<file path="src/rtl/lkup_rsp_merge.sv">
// lkup_rsp_merge: pairs in-order TCAM responses with queued per-packet metadata.
// Optional statistics counters are enabled by defining LKUP_RSP_MERGE_STATS_EN.
`default_nettype none

package packet_switch_pkg;
    localparam int TCAM_RESULT_WIDTH = 16;
endpackage

module lkup_rsp_merge #(
    parameter int                           USERMETADATA_WIDTH = 1,
    parameter int                           TCAM_RESULT_WIDTH  = packet_switch_pkg::TCAM_RESULT_WIDTH,
    parameter int                           META_FIFO_DEPTH    = 16,
    parameter logic [TCAM_RESULT_WIDTH-1:0] DEFAULT_RESULT     = '0
) (
    input  logic                          clk,
    input  logic                          rst_n,
    input  logic                          meta_wr,
    input  logic [USERMETADATA_WIDTH-1:0] meta_din,
    output logic                          meta_fifo_full,
    input  logic                          rsp_fifo_empty,
    output logic                          rsp_fifo_rd,
    input  logic [TCAM_RESULT_WIDTH-1:0]  tcam_rsp_result,
    input  logic                          tcam_rsp_found,
    output logic                          out_tvalid,
    input  logic                          out_tready,
    output logic [USERMETADATA_WIDTH-1:0] out_tuser_usermetadata,
    output logic [TCAM_RESULT_WIDTH-1:0]  out_tuser_result,
    output logic                          out_tuser_hit,
    input  logic                          flush_req,
    output logic                          flush_done,
    output logic                          err_orphan,
    output logic [31:0]                   hit_cnt,
    output logic [31:0]                   miss_cnt
);

    localparam int         AW        = $clog2(META_FIFO_DEPTH);
    localparam logic [AW:0] DEPTH_CNT = (AW+1)'(META_FIFO_DEPTH);

    localparam logic [0:0] ST_RUN   = 1'b0;
    localparam logic [0:0] ST_FLUSH = 1'b1;

    logic [0:0] state, state_nxt;

    logic [USERMETADATA_WIDTH-1:0] mem [META_FIFO_DEPTH];
    logic [AW-1:0]                 wptr, rptr;
    logic [AW:0]                   count;
    logic                          meta_empty;
    logic                          meta_full;

    logic merge, orphan, meta_pop, rsp_pop, push_allowed, push;
    logic flush_exit;

    assign meta_empty     = (count == '0);
    assign meta_full      = (count == DEPTH_CNT);
    assign meta_fifo_full = meta_full;
    assign flush_exit     = meta_empty && rsp_fifo_empty && !out_tvalid && !flush_req;

    // ---------------- state register ----------------
    always_ff @(posedge clk) begin
        if (!rst_n) begin
            state <= ST_RUN;
        end else begin
            state <= state_nxt;
        end
    end

    // ---------------- next-state logic ----------------
    always_comb begin
        state_nxt = state;
        case (state)
            ST_RUN:   if (flush_req)  state_nxt = ST_FLUSH;
            ST_FLUSH: if (flush_exit) state_nxt = ST_RUN;
            default:  state_nxt = ST_RUN;
        endcase
    end

    // ---------------- output / control logic ----------------
    always_comb begin
        merge        = 1'b0;
        orphan       = 1'b0;
        meta_pop     = 1'b0;
        rsp_pop      = 1'b0;
        push_allowed = 1'b0;
        flush_done   = 1'b0;
        case (state)
            ST_RUN: begin
                push_allowed = 1'b1;
                if (!flush_req) begin
                    merge  = !rsp_fifo_empty && !meta_empty && (!out_tvalid || out_tready);
                    // A response with nothing queued and nothing arriving can never be paired.
                    orphan = !rsp_fifo_empty && meta_empty && !meta_wr;
                end
                meta_pop = merge;
                rsp_pop  = merge || orphan;
            end
            ST_FLUSH: begin
                meta_pop   = !meta_empty;
                rsp_pop    = !rsp_fifo_empty;
                flush_done = flush_exit;
            end
            default: ;
        endcase
    end

    // A pop in the same cycle frees a slot, so a write into a full FIFO is kept then.
    assign push        = meta_wr && push_allowed && (!meta_full || meta_pop);
    assign rsp_fifo_rd = rsp_pop && rst_n;

    // ---------------- metadata FIFO ----------------
    always_ff @(posedge clk) begin
        if (push) begin
            mem[wptr] <= meta_din;
        end
    end

    always_ff @(posedge clk) begin
        if (!rst_n) begin
            wptr  <= '0;
            rptr  <= '0;
            count <= '0;
        end else begin
            if (push)     wptr <= wptr + 1'b1;
            if (meta_pop) rptr <= rptr + 1'b1;
            case ({push, meta_pop})
                2'b10:   count <= count + 1'b1;
                2'b01:   count <= count - 1'b1;
                default: count <= count;
            endcase
        end
    end

    // ---------------- merged output register ----------------
    always_ff @(posedge clk) begin
        if (!rst_n) begin
            out_tvalid             <= 1'b0;
            out_tuser_usermetadata <= '0;
            out_tuser_result       <= '0;
            out_tuser_hit          <= 1'b0;
        end else if (merge) begin
            out_tvalid             <= 1'b1;
            out_tuser_usermetadata <= mem[rptr];
            out_tuser_result       <= tcam_rsp_found ? tcam_rsp_result : DEFAULT_RESULT;
            out_tuser_hit          <= tcam_rsp_found;
        end else if (out_tready) begin
            out_tvalid <= 1'b0;
        end
    end

    always_ff @(posedge clk) begin
        if (!rst_n) begin
            err_orphan <= 1'b0;
        end else if (orphan) begin
            err_orphan <= 1'b1;
        end
    end

    // ---------------- statistics ----------------
`ifdef LKUP_RSP_MERGE_STATS_EN
    always_ff @(posedge clk) begin
        if (!rst_n) begin
            hit_cnt  <= '0;
            miss_cnt <= '0;
        end else if (merge) begin
            if (tcam_rsp_found && hit_cnt != 32'hFFFF_FFFF)   hit_cnt  <= hit_cnt + 1'b1;
            if (!tcam_rsp_found && miss_cnt != 32'hFFFF_FFFF) miss_cnt <= miss_cnt + 1'b1;
        end
    end
`else
    assign hit_cnt  = '0;
    assign miss_cnt = '0;
`endif

endmodule

`default_nettype wire

</file>
<file path="config.mk">
export PLATFORM = sky130hd
export DESIGN_NAME = lkup_rsp_merge
export DESIGN_NICKNAME = d
export VERILOG_FILES = /design/src/rtl/lkup_rsp_merge.sv
export SDC_FILE = /design/constraint.sdc
export NUM_CORES = 1
export LEC_CHECK = 0
export ABC_CLOCK_PERIOD_IN_PS = 2400
export CORE_UTILIZATION = 40
export CTS_BUF_LIST = sky130_fd_sc_hd__clkbuf_4 sky130_fd_sc_hd__clkbuf_8 sky130_fd_sc_hd__clkbuf_16
export CTS_CLUSTER_SIZE = 10
export DETAILED_ROUTE_END_ITERATION = 16
export PLACE_DENSITY = 0.88
export SKIP_LAST_GASP = 1
export SLEW_MARGIN = 20
export SYNTH_ARGS = -nofsm -noshare
export SYNTH_HDL_FRONTEND = slang
export SYNTH_SLANG_ARGS = --single-unit
</file>
<file path="constraint.sdc">
create_clock -name clk -period 2.4 [get_ports clk]
set_input_delay 0.36 -clock clk [delete_from_list [all_inputs] [get_ports clk]]
set_output_delay 0.36 -clock clk [all_outputs]
set_load 0.01 [all_outputs]
</file>
==> impl_results.md, run 1 <==
- Root buf cell: clkbuf_8
- DP Area: 3350 sq um
- Num CTS Buffers: 5
- H-tree depth: 2
- I/O pin cnt: 111
- Global-route track usage on met2: 0.271
- Hold WS: 0.457 ns
- First-pass DRT Iterations: 4
- Buffer depth of the longest clock path: 2
- Worst hold path type: reg2reg
- Worst Path Arrival: 2.67 ns
- Syn Inst Count: 305
- Final Cell Area: 3510 sq um
- Largest net degree at the start of global routing: 40
- Port-buffer cells: 46
- Mean area per synthesized cell: 9.40 sq um
- Status: complete, but fails checks
- GRT Max-Usage Layer: met2
- CP Max Fanout: 4
- Peak supply drop: 0.000554 V
- RSZ-0062 raised after global routing: yes
- Violated checks: negative setup slack
- Slew headroom: 0.586
- Final core occ: 0.511
- HPWL after detailed placement: 4.05 mm
- Setup TNS: -0.0325 ns
- Max_cap viols: 0
- Most frequent cells in the layout: conb_1, clkdlybuf4s50_1, dfxtp_1, nand2_1, buf_4
- Flops & latches, synth: 50
- # diodes: 0
- Setup-failing EPs final: 1
- Placer Congestion: 0.796
- Antenna violations before repair: 0
- Clock Skew: 0.0101 ns
- Top_reg_cell synth: dfxtp_1
- Clk_lat worst skew: 0.31 ns
- Synthesis Warnings: 0
- DR iter-0 viols: 119
- Die H: 86.7 microns
- Die Wd: 86.7 microns
- Synth area leaders: dfxtp_1, buf_4, edfxtp_1
- Pin slew with the least headroom to its limit: 0.619 ns
- CTS tree: yes
- Fin. max-slew vios: 0
- Final Power: 3.04 mW
- Synth Cell Area: 2870 sq um
- Pwr dens: 866 nW/um^2
- Synth top area share: 0.237
- DRC viols: 0
- Grt ovf: 0
- Yosys top cell by area: dfxtp_1
- ANT nets after route: 0
- GRT Total Usage: 0.154
- Via density: 4.57
- CP Class: reg2reg
- Area growth, synth to finish: 22.5%
- Most common cell after layout, fill and taps aside: conb_1
- Post-route setup slack: -0.0325 ns
- Post-synth EDFFs: 16
- Die area: 7510 sq um
- Layout cells sized above 1: 0.154
- Crit end category: flip-flop
- Fin crit period: 2.43 ns
- Hold Fails Final Rpt: 0
- Ys async rst share: 0
- Cell Rows: 30
- Detailed Route WL: 5.76 mm
- Final clock period utilization by the worst path: 1.01
- FMAX: 411 MHz
- P_leak: 1.40 nW
- First-pass GRT wire length: 8.87 mm
- Synth unique cells: 41
- CTS sink cnt: 50
- Final Net Count: 402
- Wirelength per Cell: 12.4 microns
- Clk slew on worst S/H paths: 0.09 ns
- Core Footprint: 6870 sq um
- Post-synthesis sequential area ratio: 0.405
- Met3 Use GR: 0.0276
- Vias in the first global route: 1933
- CP required: 2.63 ns
- M1 GR Usage: 0.191
- Initial Util: 0.417
- Setup crit start kind: flip-flop
- Via count: 2129
[kinds of logic (layout without fill, tap and decap cells)]
| family | after synthesis | count (layout) | share of synthesized area |
|---|---|---|---|
| AOI/OAI and AO/OA | 39 | 39 | 0.104 |
| xor gates and xnor gates | 9 | 9 | 0.0275 |
| adders and majority gates | 9 | 9 | 0.0419 |
| buffers and inverters | 85 | 87 | 0.198 |
| DFF | 50 | 50 | 0.405 |
| muxes | 8 | 8 | 0.0454 |
| other | 1 | 64 | 0.00131 |
| and+or+nand+nor | 104 | 104 | 0.177 |
[routing by layer]
layer | vias to the layer above | wire length (microns)
li1 | 1024 | -
met1 | 1017 | 2320
met2 | 83 | 3100
met3 | 5 | 281
met4 | 0 | 57
met5 | - | 0
[layout make-up]
cell class | count | area, sq um
Sequential cell | 50 | 1160
Tap cell | 96 | 120
Inverter | 7 | 26.3
Timing Repair Buffer | 72 | 648
Multi-Input combinational cell | 233 | 1440
Clock buffer | 6 | 76.3
Clock inverter | 2 | 38.8
Fill cell | 604 | 3360
[stage by stage]
stage               worst slack (ns)  instances
floorplan                    0.00810        368
global placement              -0.137        456
detailed placement            -0.219        456
CTS                          -0.0214        466
global route                 -0.0833        466
finish                       -0.0325        466
[what timing repair did]
item,CTS,global route
cloned,0,0
hold buffers,0,0
gates resized for setup,9,9
pin swaps,4,6
endpoints found under the setup margin,4,3
setup buffers,2,0
hold endpoints to repair,0,0
[cells in the mapped netlist, types with 6 or more instances]
| cell type | n |
|---|---|
| clkbuf_1 | 9 |
| nor3_1 | 7 |
| edfxtp_1 | 16 |
| a21oi_1 | 6 |
| nand2_1 | 29 |
| dfxtp_1 | 34 |
| and2_1 | 7 |
| ha_1 | 8 |
| xnor2_1 | 6 |
| inv_1 | 7 |
| nor2_1 | 18 |
| a21boi_0 | 18 |
| nand2b_1 | 6 |
| nand3_1 | 24 |
| buf_4 | 66 |
[worst max-delay path, stage by stage (launching register included)]
cell and delay, ns:
dfxtp_1 0.34, or4_4 0.52, nand2b_4 0.19, nand2_4 0.08, inv_2 0.07, ha_4 0.21
nor2b_1 0.13, o21a_1 0.20, or2_4 0.23, a22oi_2 0.20, mux2i_1 0.20
[final timing paths]
| check | slack, ns | cells past startpoint | start | endpoint |
|---|---|---|---|---|
| worst max-delay path | -0.03 | 10 | count[1] | count[4] |
| worst min-delay path | 0.46 | 2 | out_tuser_result[6] | out_tuser_result[6] |
| worst max register to register | -0.03 | 10 | count[1] | count[4] |
| worst min register to register | 0.46 | 2 | out_tuser_result[6] | out_tuser_result[6] |
[registers in the layout, indices dropped and copies added, names as in the netlist]
name                    flops
err_orphan                  1
wptr                        4
out_tvalid                  1
out_tuser_result           16
count                       5
out_tuser_hit               1
state                       1
mem                        16
rptr                        4
out_tuser_usermetadata      1
[power breakdown]
group | total [mW] | internal [mW] | switching, mW
combinational | 1.38 | 0.706 | 0.674
sequential | 1.05 | 0.966 | 0.0889
clock | 0.608 | 0.324 | 0.284
Power figures use the tool's default switching activity.
==> run 2, diff against run 1 <==
==> constraint.sdc (replaced) <==
create_clock -name clk -period 2.4 [get_ports clk]
set_input_delay 0.48 -clock clk [delete_from_list [all_inputs] [get_ports clk]]
set_output_delay 0.48 -clock clk [all_outputs]
set_load 0.01 [all_outputs]
==> run 2 against run 1 <==
Compared with the run above:
- the flow still finishes with violations (negative setup slack)
- non-clock buffer count is 5 higher
- critical path depth increased by 1
- sequential cell count did not move
- first-iteration DRC count increased by 24%
- clock power is 1% lower
- cell count up 1.1%
- utilization rose by 1.1 points
- hold slack better by 0.0060 ns
==> impl_results.md, run 2 (synthesized netlist as in run 1, its figures left out) <==
- Hold Crit Depth: 2 (unchanged)
- Met3 Use GR: 0.0314 (+0.00381)
- Via count: 2185 (+2.6%)
- GRT Max-Usage Layer: met2
- Die H: 86.7 microns (unchanged)
- Clock Skew: 0.0151 ns (+0.00496 ns)
- Clk_lat worst skew: 0.31 ns (about the same)
- H-tree depth: 2 (unchanged)
- CP required: 2.63 ns (about the same)
- DRC viols: 0 (unchanged)
- # diodes: 0 (unchanged)
- Final Cell Area: 3590 sq um (+2.1%)
- Worst r2r src: count[0]
- Top flop regs: mem x16, out_tuser_result x16, count x5
- Worst hold path type: reg2reg
- Slew headroom: 0.560 (-0.0264)
- FMAX: 400 MHz (-2.8%)
- Setup crit start kind: flip-flop
- Fin crit period: 2.50 ns (+0.0697 ns)
- Area growth, synth to finish: 25.0%
- Die Wd: 86.7 microns (unchanged)
- I/O pin cnt: 111 (unchanged)
- P_leak: 1.43 nW (+1.8%)
- Antenna violations before repair: 0 (unchanged)
- Sequential cell area: 1160 sq um (unchanged)
- CP Max Fanout: 3 (-1)
- First-pass DRT Iterations: 4 (unchanged)
- Grt ovf: 0 (unchanged)
- Pwr dens: 905 nW/um^2 (+4.4%)
- RSZ-0062 raised after global routing: yes
- Wirelength per Cell: 12.6 microns (+2.4%)
- Clk slew on worst S/H paths: 0.10 ns (about the same)
- Post-route setup slack: -0.102 ns (-0.0697 ns)
- Final clock period utilization by the worst path: 1.04 (+0.0290)
- Final Power: 3.24 mW (+6.6%)
- Fin. max-slew vios: 0 (unchanged)
- Worst Path Arrival: 2.73 ns (+0.06 ns)
- Layout cells sized above 1: 0.171 (+0.0166)
- M1 GR Usage: 0.198 (+0.00782)
- Core Footprint: 6870 sq um (unchanged)
- CTS tree: yes
- Crit path from: count[0]
- CTS sink cnt: 50 (unchanged)
- Cell Rows: 30 (unchanged)
- Port-buffer cells: 46 (unchanged)
- Violated checks: negative setup slack
- Die area: 7510 sq um (unchanged)
- Status: complete, but fails checks
- Fillers: 575 (-4.8%)
- First-pass GRT wire length: 9.29 mm (+4.7%)
- Peak supply drop: 0.000673 V (+21%)
- Global-route track usage on met2: 0.277 (+0.00649)
- Buffer depth of the longest clock path: 2 (unchanged)
- Register-to-Register Path Depth: 11 (+1)
- Num CTS Buffers: 5 (unchanged)
- CP Class: reg2reg
- Max_cap viols: 0 (unchanged)
- Min-delay src: out_tuser_usermetadata
- HPWL after detailed placement: 4.13 mm (+2.0%)
- ANT nets after route: 0 (unchanged)
- Setup-failing EPs final: 3 (+2)
- Largest net degree at the start of global routing: 40 (unchanged)
- Detailed Route WL: 5.96 mm (+3.5%)
- Vias in the first global route: 1970 (+1.9%)
- Via density: 4.64 (+1.5%)
- Most frequent cells in the layout: conb_1, clkdlybuf4s50_1, dfxtp_1, nand2_1, buf_4
- Root buf cell: clkbuf_8
- Area of the multi-input gates: 1470 sq um (+1.7%)
- Pin slew with the least headroom to its limit: 0.658 ns (+0.0395 ns)
- Hold Fails Final Rpt: 0 (unchanged)
- Crit end category: flip-flop
- Initial Util: 0.417 (unchanged)
- GRT Total Usage: 0.158 (+0.00371)
- Final Net Count: 407 (+1.2%)
- DR iter-0 viols: 148 (+24%)
- Placer Congestion: 0.822 (+3.2%)
- DP Area: 3370 sq um (+0.67%)
- Most common cell after layout, fill and taps aside: conb_1
- Setup TNS: -0.206 ns (-0.174 ns)
-- run 2: worst max-delay path, stage by stage (launching register included) --
cell and delay [ns]:
dfxtp_2 0.33, or4_4 0.54, nand2b_4 0.18, buf_6 0.13
nand2_4 0.07, inv_4 0.05, ha_4 0.21, nor2b_4 0.12
o21a_1 0.19, or2_4 0.23, a22oi_2 0.18, mux2i_1 0.20
-- run 2: final timing paths --
kind | end | slack [ns]
setup / recovery | count[4] | -0.10
hold / removal | out_tuser_usermetadata | 0.46
setup reg to reg | count[4] | -0.10
hold reg to reg | out_tuser_usermetadata | 0.46
-- run 2: per-stage QoR --
step,setup WS (ns),utilization,hold WS [ns],instances
after floorplan,0.00810,-,0.467,368
after global placement,-0.296,0.491,0.442,459
after detailed placement,-0.345,0.491,0.443,459
after CTS,-0.122,0.511,0.457,467
after global routing,-0.228,0.522,0.488,471
final,-0.102,0.522,0.463,471
-- run 2: metal layers --
layer | vias to the layer above | part of all wire
li1 | 1033 | -
met1 | 1060 | 0.42
met2 | 75 | 0.52
met3 | 17 | 0.038
met4 | 0 | 0.021
met5 | - | 0
-- run 2: final cells by class --
type / instances / share of cell area
clock inverter: 3 / 0.0119
clock buffer: 5 / 0.0192
multi-input combinational: 233 / 0.409
sequential: 50 / 0.324
tap: 96 / 0.0335
inverter: 7 / 0.00803
timing repair buffer: 77 / 0.194
-- run 2: power breakdown --
part	internal (mW)	switching (mW)	total (mW)
logic	0.835	0.754	1.59
clock network	0.311	0.290	0.602
registers	0.966	0.0886	1.05
total	2.11	1.13	3.24
-- run 2: repair_timing --
action / 4_1_cts / 5_1_grt
gates cloned: 0 / 0
gates resized for setup: 13 / 15
pin swaps: 7 / 6
hold buffers: 0 / 0
setup buffers: 0 / 4
setup endpoints to repair: 5 / 4
==> patch: new RTL, flow settings as in run 2 <==
Change the parameter `META_FIFO_DEPTH` from 16 to 32.
--- a/src/rtl/lkup_rsp_merge.sv
+++ b/src/rtl/lkup_rsp_merge.sv
@@ -11,3 +11,3 @@
     parameter int                           TCAM_RESULT_WIDTH  = packet_switch_pkg::TCAM_RESULT_WIDTH,
-    parameter int                           META_FIFO_DEPTH    = 16,
+    parameter int                           META_FIFO_DEPTH    = 32,
     parameter logic [TCAM_RESULT_WIDTH-1:0] DEFAULT_RESULT     = '0
Formal check against the unedited RTL: no difference found for any inputs over 4 cycles, from zero or initial values and one cycle with rst_n low; that may be too few to reach the edited logic, so the function may still have changed.
==> patch against run 2 <==
Synthesized area up 30%; critical path depth shrank 7; combinational power fell by 6%; power grew 19%; worst setup slack better by 0.20 ns; synthesized cell count up 27%; routed wire length rose by 28%; first-iteration DRC count up 29%; register-to-register slack better by 0.22 ns; sequential cell count grew 19; cell area up 26%; sequential power grew 38%.
==> patch: results <==
[run_status]
status = completed

[placed_design]
dp_hpwl_um = 5300
place_inst = 547
place.gp.congestion = 0.8978
place_ws_ns = -0.6295
placed_cell_area_um2 = 4200

[setup_path]
critPathSlowestCell = clkdlybuf4s50_1
cp.arrival_ns = 1.82
r2r_slack_ns = 0.12
worstRegToRegCells = 10
slowest_delay_ns = 0.57
cp_max_fo = 4
worstReg2RegEnd = count[5]$_SDFFE_PN0P_
r2r_start = count[2]$_SDFFE_PN0P_

[grt]
grt_pass1_vias = 2593
grt_pass1_wl_um = 11970
grt.total_usage = 0.1555
grtUsageMet3 = 0.04043
grtUsageMet2 = 0.2811
grt_use_met1 = 0.1804

[synthesis]
synth_top_area_cell = edfxtp_1
ys_types = 45
synth_area_leaders = edfxtp_1 26%, dfxtp_1 20%, buf_4 13%
avgSynthCellArea_um2 = 9.672
synth_edf_count = 32
synth_seq_area_share = 0.4558

[clocking]
numCtsBuffers = 9
htree_levels = 3
insertion_delay_ns = 0.34
cts_setup_buffers = 2

[timing]
slew_headroom = 0.3518
final.period_utilization = 0.9591
whs_ns = 0.4494

[routing]
wl_met3_um = 565
avgViaCountPerCell = 4.820
drt-wirelength-per-cell_um = 13.46
dr_wl_met2_um = 3917
drt-initial-drc-count = 191

[layout]
nFillCells = 756
reg.largest.list = mem: 32 flops, out_tuser_result: 16 flops, count: 6 flops
drive_gt1_frac = 0.1550
final_cells = 566
final_nets = 487

[power_and_ir_drop]
p_leak_nw = 1.758
ir_drop_mv = 0.4282

[min_path]
min_from = out_tuser_result[15]$_SDFFE_PN0P_
hold_path_end = out_tuser_result[15]$_SDFFE_PN0P_
## patch: logic make-up (layout without fill, tap and decap cells)
| kind of cell | Yosys count | in the layout | synth area share |
|---|---|---|---|
| compound gates | 48 | 48 | 0.08244 |
| xor+xnor | 9 | 9 | 0.02111 |
| fa+ha+maj | 10 | 10 | 0.03552 |
| buf+inv | 93 | 102 | 0.1639 |
| flops | 69 | 69 | 0.4558 |
| mux | 22 | 22 | 0.07942 |
| other cells | 1 | 64 | 0.001004 |
| simple gates | 134 | 134 | 0.1609 |
## patch: final cells by class
cell class / count / area (um^2) / share of cell area
multi-input cells: 287 / 1754 / 0.3888
flip-flops and latches: 69 / 1702 / 0.3771
repair buffers: 77 / 696.9 / 0.1545
well taps: 108 / 135.1 / 0.02995
clock buffers: 9 / 123.9 / 0.02745
clock inverters: 7 / 66.31 / 0.01470
inverters: 9 / 33.78 / 0.007488
## patch: report_power, final
part | switching [mW] | internal [mW]
Clock | 0.443 | 0.472
Sequential | 0.128 | 1.33
Combinational | 0.747 | 0.750
